==> src/rtl/tug_pkg.sv <==
// Shared types for the tug-of-war controller: FSM states and winner codes.
package tug_pkg;

  typedef enum logic [1:0] {
    PLAY       = 2'd0,
    WIN_HOLD   = 2'd1,
    MATCH_OVER = 2'd2
  } state_t;

  localparam logic [1:0] NONE  = 2'b00;
  localparam logic [1:0] RIGHT = 2'b01;
  localparam logic [1:0] LEFT  = 2'b10;

endpackage

==> src/rtl/score_counter.sv <==
// One player's round-win counter: increments on en, sticks at MAX.
module score_counter #(
  parameter int MAX = 7,
  parameter int W   = $clog2(MAX + 1)
) (
  input  logic         clk,
  input  logic         reset,
  input  logic         en,
  output logic [W-1:0] score
);

  logic [W-1:0] score_q;
  logic [W-1:0] score_d;

  // Next score: count up on enable unless already saturated.
  always_comb begin
    score_d = score_q;
    if (en && (score_q != W'(MAX))) begin
      score_d = score_q + W'(1);
    end
  end

  // Score register.
  always_ff @(posedge clk) begin
    if (reset) begin
      score_q <= '0;
    end else begin
      score_q <= score_d;
    end
  end

  assign score = score_q;

endmodule

==> src/rtl/tug_controller.sv <==
// Tug-of-war game controller: a light is pushed left/right by press pulses;
// pushing past an end wins the round, the win is shown for HOLD_CYCLES, and
// the match ends when a player reaches MAX_SCORE round wins.
module tug_controller #(
  parameter int NUM_POS     = 9,
  parameter int MAX_SCORE   = 7,
  parameter int HOLD_CYCLES = 4
) (
  input  logic                           clk,
  input  logic                           reset,
  input  logic                           l_press,
  input  logic                           r_press,
  output logic [NUM_POS-1:0]             leds,
  output logic [1:0]                     winner,
  output logic [$clog2(MAX_SCORE+1)-1:0] l_score,
  output logic [$clog2(MAX_SCORE+1)-1:0] r_score,
  output logic                           match_over
);
  import tug_pkg::*;

  localparam int PW = $clog2(NUM_POS);
  localparam int SW = $clog2(MAX_SCORE + 1);
  localparam int HW = $clog2(HOLD_CYCLES + 1);
  localparam logic [PW-1:0] CENTER = PW'((NUM_POS - 1) / 2);
  localparam logic [PW-1:0] LAST   = PW'(NUM_POS - 1);

  state_t               state_q, state_d;
  logic [PW-1:0]        pos_q, pos_d;
  logic [NUM_POS-1:0]   leds_q, leds_d;
  logic [1:0]           winner_q, winner_d;
  logic [HW-1:0]        hold_q, hold_d;
  logic                 match_q, match_d;
  logic                 l_inc, r_inc;
  logic [SW-1:0]        l_score_w, r_score_w;

  // Next-state logic: moves, round wins, hold countdown and match end.
  always_comb begin
    state_d  = state_q;
    pos_d    = pos_q;
    winner_d = winner_q;
    hold_d   = hold_q;
    match_d  = match_q;
    l_inc    = 1'b0;
    r_inc    = 1'b0;
    case (state_q)
      PLAY: begin
        if (l_press && !r_press) begin
          if (pos_q == LAST) begin
            winner_d = LEFT;
            l_inc    = 1'b1;
            hold_d   = '0;
            state_d  = WIN_HOLD;
          end else begin
            pos_d = pos_q + PW'(1);
          end
        end else if (r_press && !l_press) begin
          if (pos_q == '0) begin
            winner_d = RIGHT;
            r_inc    = 1'b1;
            hold_d   = '0;
            state_d  = WIN_HOLD;
          end else begin
            pos_d = pos_q - PW'(1);
          end
        end
      end
      WIN_HOLD: begin
        // Scores were already bumped on entry, so they are final here.
        if (hold_q == HW'(HOLD_CYCLES - 1)) begin
          hold_d = '0;
          if ((l_score_w == SW'(MAX_SCORE)) || (r_score_w == SW'(MAX_SCORE))) begin
            state_d = MATCH_OVER;
            match_d = 1'b1;
          end else begin
            state_d  = PLAY;
            pos_d    = CENTER;
            winner_d = NONE;
          end
        end else begin
          hold_d = hold_q + HW'(1);
        end
      end
      MATCH_OVER: begin
        // Terminal: everything frozen until reset.
      end
      default: begin
        state_d = PLAY;
      end
    endcase
  end

  // One-hot decode of the next position so leds comes straight from a flop.
  for (genvar gi = 0; gi < NUM_POS; gi++) begin : g_led_decode
    assign leds_d[gi] = (pos_d == PW'(gi));
  end

  // State and registered outputs.
  always_ff @(posedge clk) begin
    if (reset) begin
      state_q  <= PLAY;
      pos_q    <= CENTER;
      leds_q   <= {{(NUM_POS-1){1'b0}}, 1'b1} << ((NUM_POS - 1) / 2);
      winner_q <= NONE;
      hold_q   <= '0;
      match_q  <= 1'b0;
    end else begin
      state_q  <= state_d;
      pos_q    <= pos_d;
      leds_q   <= leds_d;
      winner_q <= winner_d;
      hold_q   <= hold_d;
      match_q  <= match_d;
    end
  end

  score_counter #(.MAX(MAX_SCORE), .W(SW)) u_l_score (
    .clk   (clk),
    .reset (reset),
    .en    (l_inc),
    .score (l_score_w)
  );

  score_counter #(.MAX(MAX_SCORE), .W(SW)) u_r_score (
    .clk   (clk),
    .reset (reset),
    .en    (r_inc),
    .score (r_score_w)
  );

  assign leds       = leds_q;
  assign winner     = winner_q;
  assign l_score    = l_score_w;
  assign r_score    = r_score_w;
  assign match_over = match_q;

endmodule

==> config.mk <==
export PLATFORM = sky130hd
export DESIGN_NAME = tug_controller
export DESIGN_NICKNAME = d
export VERILOG_FILES = /design/src/rtl/tug_pkg.sv /design/src/rtl/score_counter.sv /design/src/rtl/tug_controller.sv
export SDC_FILE = /design/constraint.sdc
export NUM_CORES = 1
export LEC_CHECK = 0
export BUFFER_PORTS_ARGS = -buffer_cell sky130_fd_sc_hd__buf_4
export CORE_MARGIN = 3
export CORE_UTILIZATION = 50
export CTS_BUF_LIST = sky130_fd_sc_hd__clkbuf_4 sky130_fd_sc_hd__clkbuf_8
export DETAILED_ROUTE_END_ITERATION = 8
export PLACE_DENSITY = 0.78
export SLEW_MARGIN = 30
export SYNTH_ARGS = -nofsm -noshare
export SYNTH_HDL_FRONTEND = slang
export SYNTH_HIERARCHICAL = 1
export SYNTH_SLANG_ARGS = --single-unit
==> constraint.sdc <==
create_clock -name clk -period 5.2 [get_ports clk]
set_input_delay 1.04 -clock clk [delete_from_list [all_inputs] [get_ports clk]]
set_output_delay 1.04 -clock clk [all_outputs]
set_load 0.1 [all_outputs]
# [Word level (Yosys, flattened, before mapping)]
# Cells that the tools add are included.
# Widths: inputs -> output; s select.
[totals] ff_bits=27 inputBits=4
[op_classes] n_bitwise=1 muxes=32 n_addsub=5 n_reduce_logical=15 n_eq_ne=21
[op_table] op="$mux 4" n=6
[op_table] op="$mux 2" n=10
[op_table] op="$eq 4x3->1 const B" n=4
[op_table] op="$mux 3" n=5
[op_table] op="$ne 3x3->1 const B" n=5
[op_table] op="$add 3x1->3 const B" n=3
[op_table] op="$eq 4x2->1 const B" n=2
[op_table] op="$eq 4x4->1 const B" n=2
[op_table] op="$logic_not 4->1" n=2
[op_table] op="$pmux 4 s2" n=1
[op_table] op="$mux 1" n=7
[op_table] op="$eq 3x3->1 const B" n=2
[op_table] op="$pmux 2 s3" n=1
[op_table] op="$pmux 3 s2" n=1
[op_table] op="$reduce_and 6->1" n=1
[op_table] op="$reduce_and 5->1" n=1
[op_table] op="$add 4x1->4 const B" n=1
[op_table] op="$eq 4x1->1 const B" n=1
[op_table] op="$logic_and 1x1->1" n=4
[op_table] op="$ne 2x2->1 const B" n=2
[op_table] op="$pmux 2 s2" n=1
[op_table] op="$reduce_and 4->1" n=1
[op_table] op="$sub 4x1->4 const B" n=1
[op_table] op="$eq 3x2->1 const B" n=1
[op_table] op="other kinds (8)" n=9

# [Logic depth before layout (Yosys ltp)]
# Gate-level depths: netlist of the first run.
[logic_depth] depth_word=6 mapped_depth=8 depth_no_buf=7

# [Cells and area by module]
# The synthesis of the first run kept the hierarchy.
[modules_own_cells] module="tug_controller" instances=1 cells_each=129 area_per_inst_um2=1143.6
[modules_own_cells] module="score_counter" instances=2 cells_each=15 area_per_inst_um2=168.9

# [Worst setup path after synthesis of the first run]
# No wires, ideal clock.
[synth_timing] path_type="input port to flip-flop" startpoint="input r_press" endpoint="register leds_q[7], in the netlist leds[7]" required_ns=5.136 n_path_buf=0 slack_ns=2.553 arrival_time_ns=2.582 stages=7 path_cell_list="inv_1 -> ha_1 -> nand2b_1 -> mux2_2 -> o211a_1 -> or4_4 -> nor2_1"
[synth_via] elab_chain_len=5 word_cells_on_any_way=7 cone_classes="eq/ne: 1; mux: 3; reduce/logical: 3"
[synth_rtl] element="from (decl)" line="tug_controller.sv:12" source="input logic r_press,"
[synth_rtl] element="$logic_and 1x1->1 / $logic_not 1->1 (equally long branches)" line="tug_controller.sv:56, tug_controller.sv:47"
[synth_rtl] element="$mux 4 / $logic_and 1x1->1 (equally long branches)" line="tug_controller.sv:56, tug_controller.sv:47"
[synth_rtl] element="$mux 4 (*)" line="tug_controller.sv:47" source="if (l_press && !r_press) begin"
[synth_rtl] element="$pmux 4 s2 (*)" line="tug_controller.sv:45" source="case (state_q)"
[synth_rtl] element="$eq 4x3->1 (*)" line="tug_controller.sv:94" source="assign leds_d[gi] = (pos_d == PW'(gi));"
[synth_rtl] element="to (signal assigned)" line="tug_controller.sv:102" source="leds_q <= {{(NUM_POS-1){1'b0}}, 1'b1} << ((NUM_POS - 1) / 2);"
[synth_rtl] element="to (signal assigned)" line="tug_controller.sv:109" source="leds_q <= leds_d;"
[synth_rtl] element="to (decl)" line="tug_controller.sv:29" source="logic [NUM_POS-1:0] leds_q, leds_d;"
# Mark *: on every way between the ends. The rest lies on a longest branch, timed or not.
# A chain may end at the register's enable or synchronous reset.

# [Worst setup path after layout of the first run]
[layout_timing] startpoint="input l_press" endpoint="register leds_q[6], in the netlist leds[6]"
[layout_via] elab_chain_len=6 word_cells_on_any_way=7 cone_classes="eq/ne: 1; mux: 3; reduce/logical: 3"
[layout_rtl] element="from (decl)" line="tug_controller.sv:11" source="input logic l_press,"
[layout_rtl] element="$logic_not 1->1" line="tug_controller.sv:56" source="end else if (r_press && !l_press) begin"
[layout_rtl] element="$logic_and 1x1->1" line="tug_controller.sv:56"
[layout_rtl] element="$mux 4" line="tug_controller.sv:56"
[layout_rtl] element="$mux 4 (*)" line="tug_controller.sv:47"
[layout_rtl] element="$pmux 4 s2 (*)" line="tug_controller.sv:45"
[layout_rtl] element="$eq 4x3->1 (*)" line="tug_controller.sv:94"
# Marked as above.

==> qor.csv, run 1 <==
metric,value,unit
number of synthesis warnings,6,
maximum buffer depth of the clock tree,2,
CORE AREA,0.00278,mm^2
die width,60.4,um
routability cong.,0.840,
worst r2r src,pos_q[1],
worst reg-to-reg setup slack,2.88,ns
grt total ovfl,0,
Max Cap Viol,0,
status,finished clean,
Std-Cell Rows,19,
min Tclk post-route,2.69,ns
post-cts resize count,0,
Pleak,0.678,nW
DP Worst Slack,2.19,ns
first-pass GRT wire length,4730,um
Hold WS,0.460,ns
"Cell Area, Placed",0.00164,mm^2
Syn Area/Cell,9.32,um^2
CP Capture Type,flop,
PnR worst setup slack,2.51,ns
CTS sink cnt,27,
Syn Inst Count,159,
worst min-delay path endpoint,match_over,
clk slew on worst S/H paths,0.13,ns
fmax,372,MHz
Chip Height,60.4,um
Vias,1178,
pwr dens,262,mW/mm^2
VDD IR max,0.000206,V
worst slew pin tran,0.780,ns
Worst Path Required,5.47,ns
number of routed nets with antenna violations,0,
hold_sp,match_over,
count of final hold-check violations,0,
DRT iter0 DRCs,18,
Slew Limit Headroom,47.3,%
H-tree levels,1,
Area Overhead vs Synth,12.6,%
CP startpoint kind,input port,
CTS root buf,clkbuf_4,
final WL,2780,um
final setup vio count,0,
hpwl dp,2200,um
worst skew pair latency,0.32,ns
Final Skew,0.00482,ns
reg2reg end,leds[4],
Top Ports,22,
Setup Buffers After CTS,0,
port buffer count,21,
Die ar.,0.00365,mm^2
DRC errors left,0,
Via-to-Cell Ratio,5.64,
Overall Global Routing Usage,16.9,%
design area,0.00167,mm^2
crit-path max FO,13,
Ant. Diodes,0,
# hold bufs at CTS,0,
Nets,192,
cts bufs inserted,3,
Final period util,51.6,%
r2r worst-path depth,7,
Seq cells post-synth,27,
drt first pass iters,4,
WHS Path Cells,2,
Synth cell types,48,
Tot Pwr,0.436,mW
Hold Path Class,reg2reg,
syn_nets,172,
setup TNS,0,ns
"Slew Viols, Final",0,
RSZ-0062 raised after global routing,false,
critical path class,in2reg,
initial antenna violation count,0,
synthesized cell area,0.00148,mm^2
CP arrival,2.95,ns
wire per inst,13.3,um
CTS tree,yes,
register area share after synthesis,36.5,%
share of layout cells above drive strength 1,23.0,%
pin count of the biggest net entering global routing,26,
starting density of the core,53.3,%
number of global-route vias before repair,1110,
-- through the flow --
| stage | cells | util (%) |
|---|---|---|
| 3_5_place_dp | 205 | 58.9 |
| 6_report | 209 | 60.0 |
| 2_1_floorplan | 159 | - |
| 3_3_place_gp | 205 | 58.9 |
| 4_1_cts | 209 | 60.0 |
| 5_1_grt | 209 | 60.0 |
-- cell usage after synthesis (all sizes together) --
cell	n	area share, %
dfxtp	27	36
nor2	22	5.6
nand2	10	2.7
ha	9	7.6
inv	8	2.0
nand2b	8	3.4
nor2b	8	4.4
a21oi	7	2.4
o21ai	7	2.4
nor3	5	1.7
buf	4	2.2
nand4bb	4	3.0
mux2	3	2.8
a2111oi	2	2.9
a221oi	2	2.8
clkbuf	2	0.51
mux2i	2	1.4
nand3	2	0.68
nand4	2	0.84
or2	2	0.84
or2b	2	1.0
or3	2	0.84
or4	2	1.3
a211oi	1	0.51
a21boi	1	0.51
a221o	1	0.76
a31oi	1	0.42
a32oi	1	0.59
a41oi	1	0.59
and2	1	0.42
and3	1	0.42
and4	1	0.76
nor3b	1	0.51
o2111ai	1	0.59
o211a	1	0.68
o221a	1	0.76
o22ai	1	0.42
o41ai	1	1.1
or3b	1	0.76
xor2	1	0.59
-- cell type report --
cell class / count / area (um^2)
flip-flops and latches: 27 / 541
repair buffers: 21 / 158
fillers: 257 / 1110
multi-input cells: 118 / 871
well taps: 31 / 38.8
clock buffers: 4 / 30.0
inverters: 8 / 30.0
-- state kept, by name, summed over array words and instances, names as in the netlist --
name             flops
hold_q               3
winner               2
u_l_score/score      3
leds                 9
pos_q                4
u_r_score/score      3
state_q              2
match_over           1
-- report_power, final --
group          internal (mW)  switching [mW]  total [mW]
clock network         0.0353          0.0573      0.0926
logic                 0.0381          0.0811       0.119
registers              0.216         0.00859       0.225
total                  0.289           0.147       0.436
-- cells in the final DEF, fill, tap and decap left out, types with 2 or more instances in the layout --
master,netlist,final
nand3_1,2,2
buf_4,0,21
o21ai_1,5,5
or2b_1,2,2
nand4_1,2,2
nor3_1,5,5
a21oi_1,7,7
or3_1,2,2
nand2_1,9,9
nor2b_4,2,2
o21ai_0,2,2
mux2_4,2,2
mux2i_1,2,2
nand4bb_1,4,4
inv_1,8,8
clkbuf_4,0,4
dfxtp_1,27,27
or2_1,2,2
nand2b_1,8,8
nor2b_1,6,6
nor2_1,22,22
ha_1,9,9
-- worst max-delay path, stage by stage --
cell,delay (ns)
buf_4,0.11
ha_1,0.34
nand2b_1,0.27
mux2_2,0.29
o211a_1,0.26
or4_4,0.53
nor2_1,0.11
-- worst max-delay path by stage --
stage	slack, ns	start	end	cells after the start
after floorplan	2.55	r_press	leds[7]	7
after global placement	2.25	l_press	leds[7]	7
after detailed placement	2.19	l_press	leds[6]	7
after CTS	2.52	l_press	leds[6]	7
after global routing	2.41	r_press	leds[4]	8
final	2.51	l_press	leds[6]	7
-- layer usage --
metal / share of wire (%) / track usage [%] / routed length (um) / vias to the layer above
met5: 0 / 0 / 0 / -
met4: 0.61 / 4.02 / 17 / 0
met3: 4.2 / 4.47 / 117 / 3
met2: 54 / 32.7 / 1500 / 20
met1: 41 / 18.2 / 1150 / 550
li1: - / - / - / 605
-- cell families after synthesis --
family                   share of synthesized area (%)
XOR/XNOR                                         0.591
flip-flops                                        36.5
buffers and inverters                             4.73
AND/OR/NAND/NOR                                   29.1
multiplexers                                      4.14
AO/OA/AOI/OAI                                     17.3
adder cells (fa/ha/maj)                           7.60
(Power assumes the default switching activity.)
==> run 2: changes to the inputs <==
Clock period 5.2 ns to 2.7 ns, I/O delays scaled along.
==> run 2 against run 1 <==
Effect of this change: sequential share of layout area fell by 0.15 points; routed wire length increased by 5.0%; utilization is 0.27 points higher; largest power group unchanged; via count is 1.8% higher; highest routed layer unchanged; combinational power up 94%; clock skew grew 0.0011 ns; critical path depth is the same; register-to-register slack worse by 2.5 ns; flip-flop and latch count unchanged.
==> qor.csv, run 2 (synthesized netlist as in run 1, its figures left out) <==
metric,value,unit,change
most frequent cells in the layout,"27 x dfxtp_1, 22 x nor2_1, 22 x buf_4, 9 x nand2_1, 9 x ha_1",,
hpwl dp,2270,um,+3.5%
count of final hold-check violations,0,,unchanged
port buffer count,21,,unchanged
Final period util,85.3,%,
global routing's busiest layer,met2,,
Pleak,0.678,nW,about the same
Worst Path Required,2.95,ns,-2.52 ns
slowest CP cell,or3b_4,,
CP Capture Type,flop,,
switching power,0.296,mW,+100%
Setup Buffers After CTS,0,,unchanged
Power Internal,0.547,mW,+89%
Slew Limit Headroom,48.0,%,+0.64 points
met2 Use GR,34.3,%,+1.5 points
Tot Pwr,0.843,mW,+93%
routability cong.,0.819,,-2.5%
Top Ports,22,,unchanged
pin count of the biggest net entering global routing,26,,unchanged
"Slew Viols, Final",0,,unchanged
setup TNS,0,ns,unchanged
initial antenna violation count,0,,unchanged
CP arrival,2.55,ns,-0.40 ns
max reg flops,9,,unchanged
maximum buffer depth of the clock tree,2,,unchanged
sequential power share,51.3,%,-0.2 points
Max Cap Viol,0,,unchanged
Ant. Diodes,0,,unchanged
final WL,2920,um,+5.0%
die width,60.4,um,unchanged
Std-Cell Rows,19,,unchanged
Hold Path Class,reg2reg,,
GR Util met3,4.04,%,-0.43 points
final setup vio count,0,,unchanged
Clock Power Share,21.3,%,about the same
starting density of the core,53.3,%,unchanged
min Tclk post-route,2.30,ns,
"commonest non-fill, non-tap cell in the layout",dfxtp_1,,
power share of the combinational group,27.4,%,about the same
switching share of power,35.1,%,+1.4 points
CP startpoint kind,flop,,
Vias,1199,,+1.8%
clk slew on worst S/H paths,0.15,ns,+0.02 ns
Nets,193,,+0.52%
CTS root buf,clkbuf_4,,
CORE AREA,0.00278,mm^2,unchanged
DRC errors left,0,,unchanged
Area Overhead vs Synth,13.1,%,
drt first pass iters,4,,unchanged
Die ar.,0.00365,mm^2,unchanged
post-cts resize count,0,,unchanged
wire per inst,13.9,um,+4.5%
fillcell total,242,,-5.8%
Via-to-Cell Ratio,5.71,,+1.3%
critical path class,reg2reg,,
VDD IR max,0.000489,V,+140%
Overall Global Routing Usage,17.1,%,+0.15 points
CTS tree,yes,,
number of global-route vias before repair,1136,,+2.3%
Non-Filler Instances,210,,+0.48%
worst slew pin tran,0.770,ns,-0.00955 ns
fmax,434,MHz,
H-tree levels,1,,unchanged
met1 Use GR,17.6,%,-0.61 points
DRT iter0 DRCs,38,,+20
pwr dens,503,mW/mm^2,+92%
cts bufs inserted,3,,unchanged
# hold bufs at CTS,0,,unchanged
status,finished clean,,
RSZ-0062 raised after global routing,false,,
worst skew pair latency,0.33,ns,about the same
"Largest stage delay, worst path",0.42,ns,-0.11 ns
number of routed nets with antenna violations,0,,unchanged
Inst Count DP,206,,+0.49%
Chip Height,60.4,um,unchanged
share of layout cells above drive strength 1,23.5,%,+0.43 points
Final Skew,0.00593,ns,+0.00111 ns
crit-path max FO,6,,-7
cell chain of the critical path,inv_1 > ha_1 > or3b_4 > and4_4 > a2111oi_4 > nand2_2 > o41ai_2,,
grt total ovfl,0,,unchanged
first-pass GRT wire length,4730,um,+0.15%
CTS sink cnt,27,,unchanged
[run 2: cell type report]
cell class                      count  area, um^2  area share (%)
Clock buffer                        3        22.5            1.34
Clock inverter                      1        7.51           0.448
Inverter                            8        30.0            1.79
Multi-Input combinational cell    118         871            52.0
Sequential cell                    27         541            32.3
Tap cell                           31        38.8            2.32
Timing Repair Buffer               22         165            9.86
[run 2: power groups by stage]
stage | logic (mW) | registers, mW | clock network [mW]
floorplan | 0.113 | 0.515 | 0
global placement | 0.225 | 0.441 | 0
detailed placement | 0.231 | 0.441 | 0
CTS | 0.232 | 0.433 | 0.186
global route | 0.248 | 0.435 | 0.199
finish | 0.231 | 0.432 | 0.180
[run 2: final timing paths]
path	end	cells past startpoint	startpoint	slack, ns
max	leds[4]	7	pos_q[0]	0.40
min reg2reg	match_over	2	match_over	0.47
min	match_over	2	match_over	0.47
max reg2reg	leds[4]	7	pos_q[0]	0.40
[run 2: stage by stage]
stage	utilization (%)	setup slack, ns	area, um^2	hold WS [ns]
floorplan	-	0.200	1480	0.458
global placement	59.2	0.337	1650	0.436
detailed placement	59.2	0.277	1650	0.449
CTS	60.2	0.383	1680	0.472
global route	60.2	0.258	1680	0.501
finish	60.2	0.397	1680	0.471
[run 2: worst max-delay path: cells and delay by family (launching register included)]
kind / cells / cell delay, ns
AO/OA/AOI/OAI: 2 / 0.70
flip-flops: 1 / 0.41
AND/OR/NAND/NOR: 3 / 0.75
adder cells (fa/ha/maj): 1 / 0.24
buffers and inverters: 1 / 0.11
[run 2: metal layers]
layer	share of wire [%]	up-vias
li1	-	603
met1	42	574
met2	54	18
met3	3.3	4
met4	0.65	0
met5	0	-
==> run 3: changes to the inputs <==
Settings changed: CORE_UTILIZATION 50 to 58, PLACE_DENSITY 0.78 to 0.88.
==> run 3 against run 2 <==
Effect of this change: hold slack better by 0.00073 ns; worst setup slack gained 0.043 ns; sequential share of layout area up 0.22 points; clock power barely moved; total power shrank 0.21%; critical endpoint unchanged; highest routed layer unchanged.
==> qor.csv, run 3 (synthesized netlist as in run 1, its figures left out) <==
metric,value,unit,change
CP Capture Type,flop,,
Nets,192,,-0.52%
"Slew Viols, Final",0,,unchanged
initial antenna violation count,0,,unchanged
Power Internal,0.546,mW,-0.23%
cell chain of the critical path,inv_1 > ha_1 > or3b_4 > and4_4 > a2111oi_4 > nand2_2 > o41ai_2,,
sequential power share,51.4,%,about the same
H-tree levels,1,,unchanged
fmax,443,MHz,+1.9%
Max Cap Viol,0,,unchanged
first-pass GRT wire length,5110,um,+7.9%
Worst Path Required,2.95,ns,about the same
Die ar.,0.00320,mm^2,-12%
DP Worst Slack,0.167,ns,-0.110 ns
pin count of the biggest net entering global routing,26,,unchanged
clk slew on worst S/H paths,0.15,ns,about the same
crit-path max FO,6,,unchanged
switching share of power,35.1,%,about the same
share of layout cells above drive strength 1,23.0,%,-0.43 points
Setup Buffers After CTS,0,,unchanged
Chip Height,56.5,um,-6.4%
Ant. Diodes,0,,unchanged
CP startpoint kind,flop,,
DRC errors left,0,,unchanged
Slew Limit Headroom,41.8,%,-6.1 points
Final Util,71.8,%,+12 points
Hold Path Class,reg2reg,,
DRT iter0 DRCs,37,,-2.6%
CTS root buf,clkbuf_4,,
number of routed nets with antenna violations,0,,unchanged
cts bufs inserted,3,,unchanged
min Tclk post-route,2.26,ns,-0.0434 ns
Area Overhead vs Synth,12.3,%,
Clock Power Share,21.1,%,-0.2 points
CTS sink cnt,27,,unchanged
Vias,1199,,unchanged
max reg flops,9,,unchanged
die width,56.5,um,-6.4%
grt total ovfl,0,,unchanged
# hold bufs at CTS,0,,unchanged
switching power,0.296,mW,-0.16%
VDD IR max,0.000423,V,-14%
CORE AREA,0.00232,mm^2,-17%
maximum buffer depth of the clock tree,2,,unchanged
setup TNS,0,ns,unchanged
worst slew pin tran,0.861,ns,+0.0910 ns
final WL,2970,um,+1.6%
post-cts resize count,0,,unchanged
power share of the combinational group,27.6,%,+0.2 points
pwr dens,506,mW/mm^2,+0.47%
worst skew pair latency,0.32,ns,about the same
final setup vio count,0,,unchanged
"delay-heaviest family, CP",simple AND/OR/NAND/NOR gates,,
RSZ-0062 raised after global routing,false,,
status,finished clean,,
critical path class,reg2reg,,
PnR worst setup slack,0.441,ns,+0.0434 ns
routability cong.,0.848,,+3.6%
number of global-route vias before repair,1144,,+0.70%
Top Ports,22,,unchanged
CP arrival,2.51,ns,-0.04 ns
most frequent cells in the layout,"27 x dfxtp_1, 22 x nor2_1, 21 x buf_4, 9 x nand2_1, 9 x ha_1",,
port buffer count,21,,unchanged
Final period util,83.7,%,-1.6 points
Final Skew,0.00782,ns,+0.00189 ns
"Largest stage delay, worst path",0.42,ns,about the same
Std-Cell Rows,17,,-2
Via-to-Cell Ratio,5.82,,+1.9%
slowest CP cell,dfxtp_1,,
starting density of the core,63.9,%,+11 points
count of final hold-check violations,0,,unchanged
"commonest non-fill, non-tap cell in the layout",dfxtp_1,,
hpwl dp,2260,um,-0.74%
Overall Global Routing Usage,19.4,%,+2.3 points
drt first pass iters,4,,unchanged
CP bufs+invs,1,,unchanged
CTS tree,yes,,
wire per inst,14.4,um,+3.5%
Pleak,0.673,nW,-0.76%
==> run 3: cell count changes in the layout (fill, tap and decap cells not counted), sizes merged <==
cell / previous run / this run
buf: 22 / 21
==> run 3: per-stage QoR <==
stage,cell area [um^2],instances,hold WS (ns),total power [mW]
6_report,1660,206,0.472,0.842
5_1_grt,1660,206,0.502,0.882
3_5_place_dp,1630,202,0.443,0.672
2_1_floorplan,1480,159,0.458,0.628
4_1_cts,1660,206,0.474,0.850
3_3_place_gp,1630,202,0.440,0.665
==> run 3: path summary, 6_finish.rpt <==
path         startpoint          to  cells past startpoint  slack, ns
max reg2reg    pos_q[0]     leds[4]                      7       0.44
min reg2reg  match_over  match_over                      2       0.47
max            pos_q[0]     leds[4]                      7       0.44
min          match_over  match_over                      2       0.47
==> run 3: layout make-up <==
type                            count  area, um^2
Clock buffer                        3        22.5
Timing Repair Buffer               21         158
Fill cell                         168         654
Clock inverter                      1        7.51
Multi-Input combinational cell    118         871
Tap cell                           28        35.0
Inverter                            8        30.0
Sequential cell                    27         541
==> run 3: per-layer routing <==
| layer | GRT usage, % | up-vias | part of all wire [%] |
|---|---|---|---|
| met5 | 0 | - | 0 |
| met4 | 3.39 | 0 | 0.30 |
| met3 | 2.99 | 2 | 3.0 |
| met2 | 35.1 | 19 | 51 |
| met1 | 24.3 | 576 | 45 |
| li1 | - | 602 | - |
==> run 3: worst register-to-register path, stage by stage, from the launching register on <==
cell and delay, ns:
dfxtp_1 0.42, inv_1 0.11, ha_1 0.22, or3b_4 0.42, and4_4 0.20, a2111oi_4 0.40, nand2_2 0.14, o41ai_2 0.27
==> run 3: power by group through the flow <==
stage / clock, mW / sequential (mW) / combinational, mW
5_1_grt: 0.199 / 0.435 / 0.248
3_5_place_dp: 0 / 0.441 / 0.232
2_1_floorplan: 0 / 0.515 / 0.113
4_1_cts: 0.186 / 0.432 / 0.232
6_report: 0.177 / 0.433 / 0.232
3_3_place_gp: 0 / 0.440 / 0.224
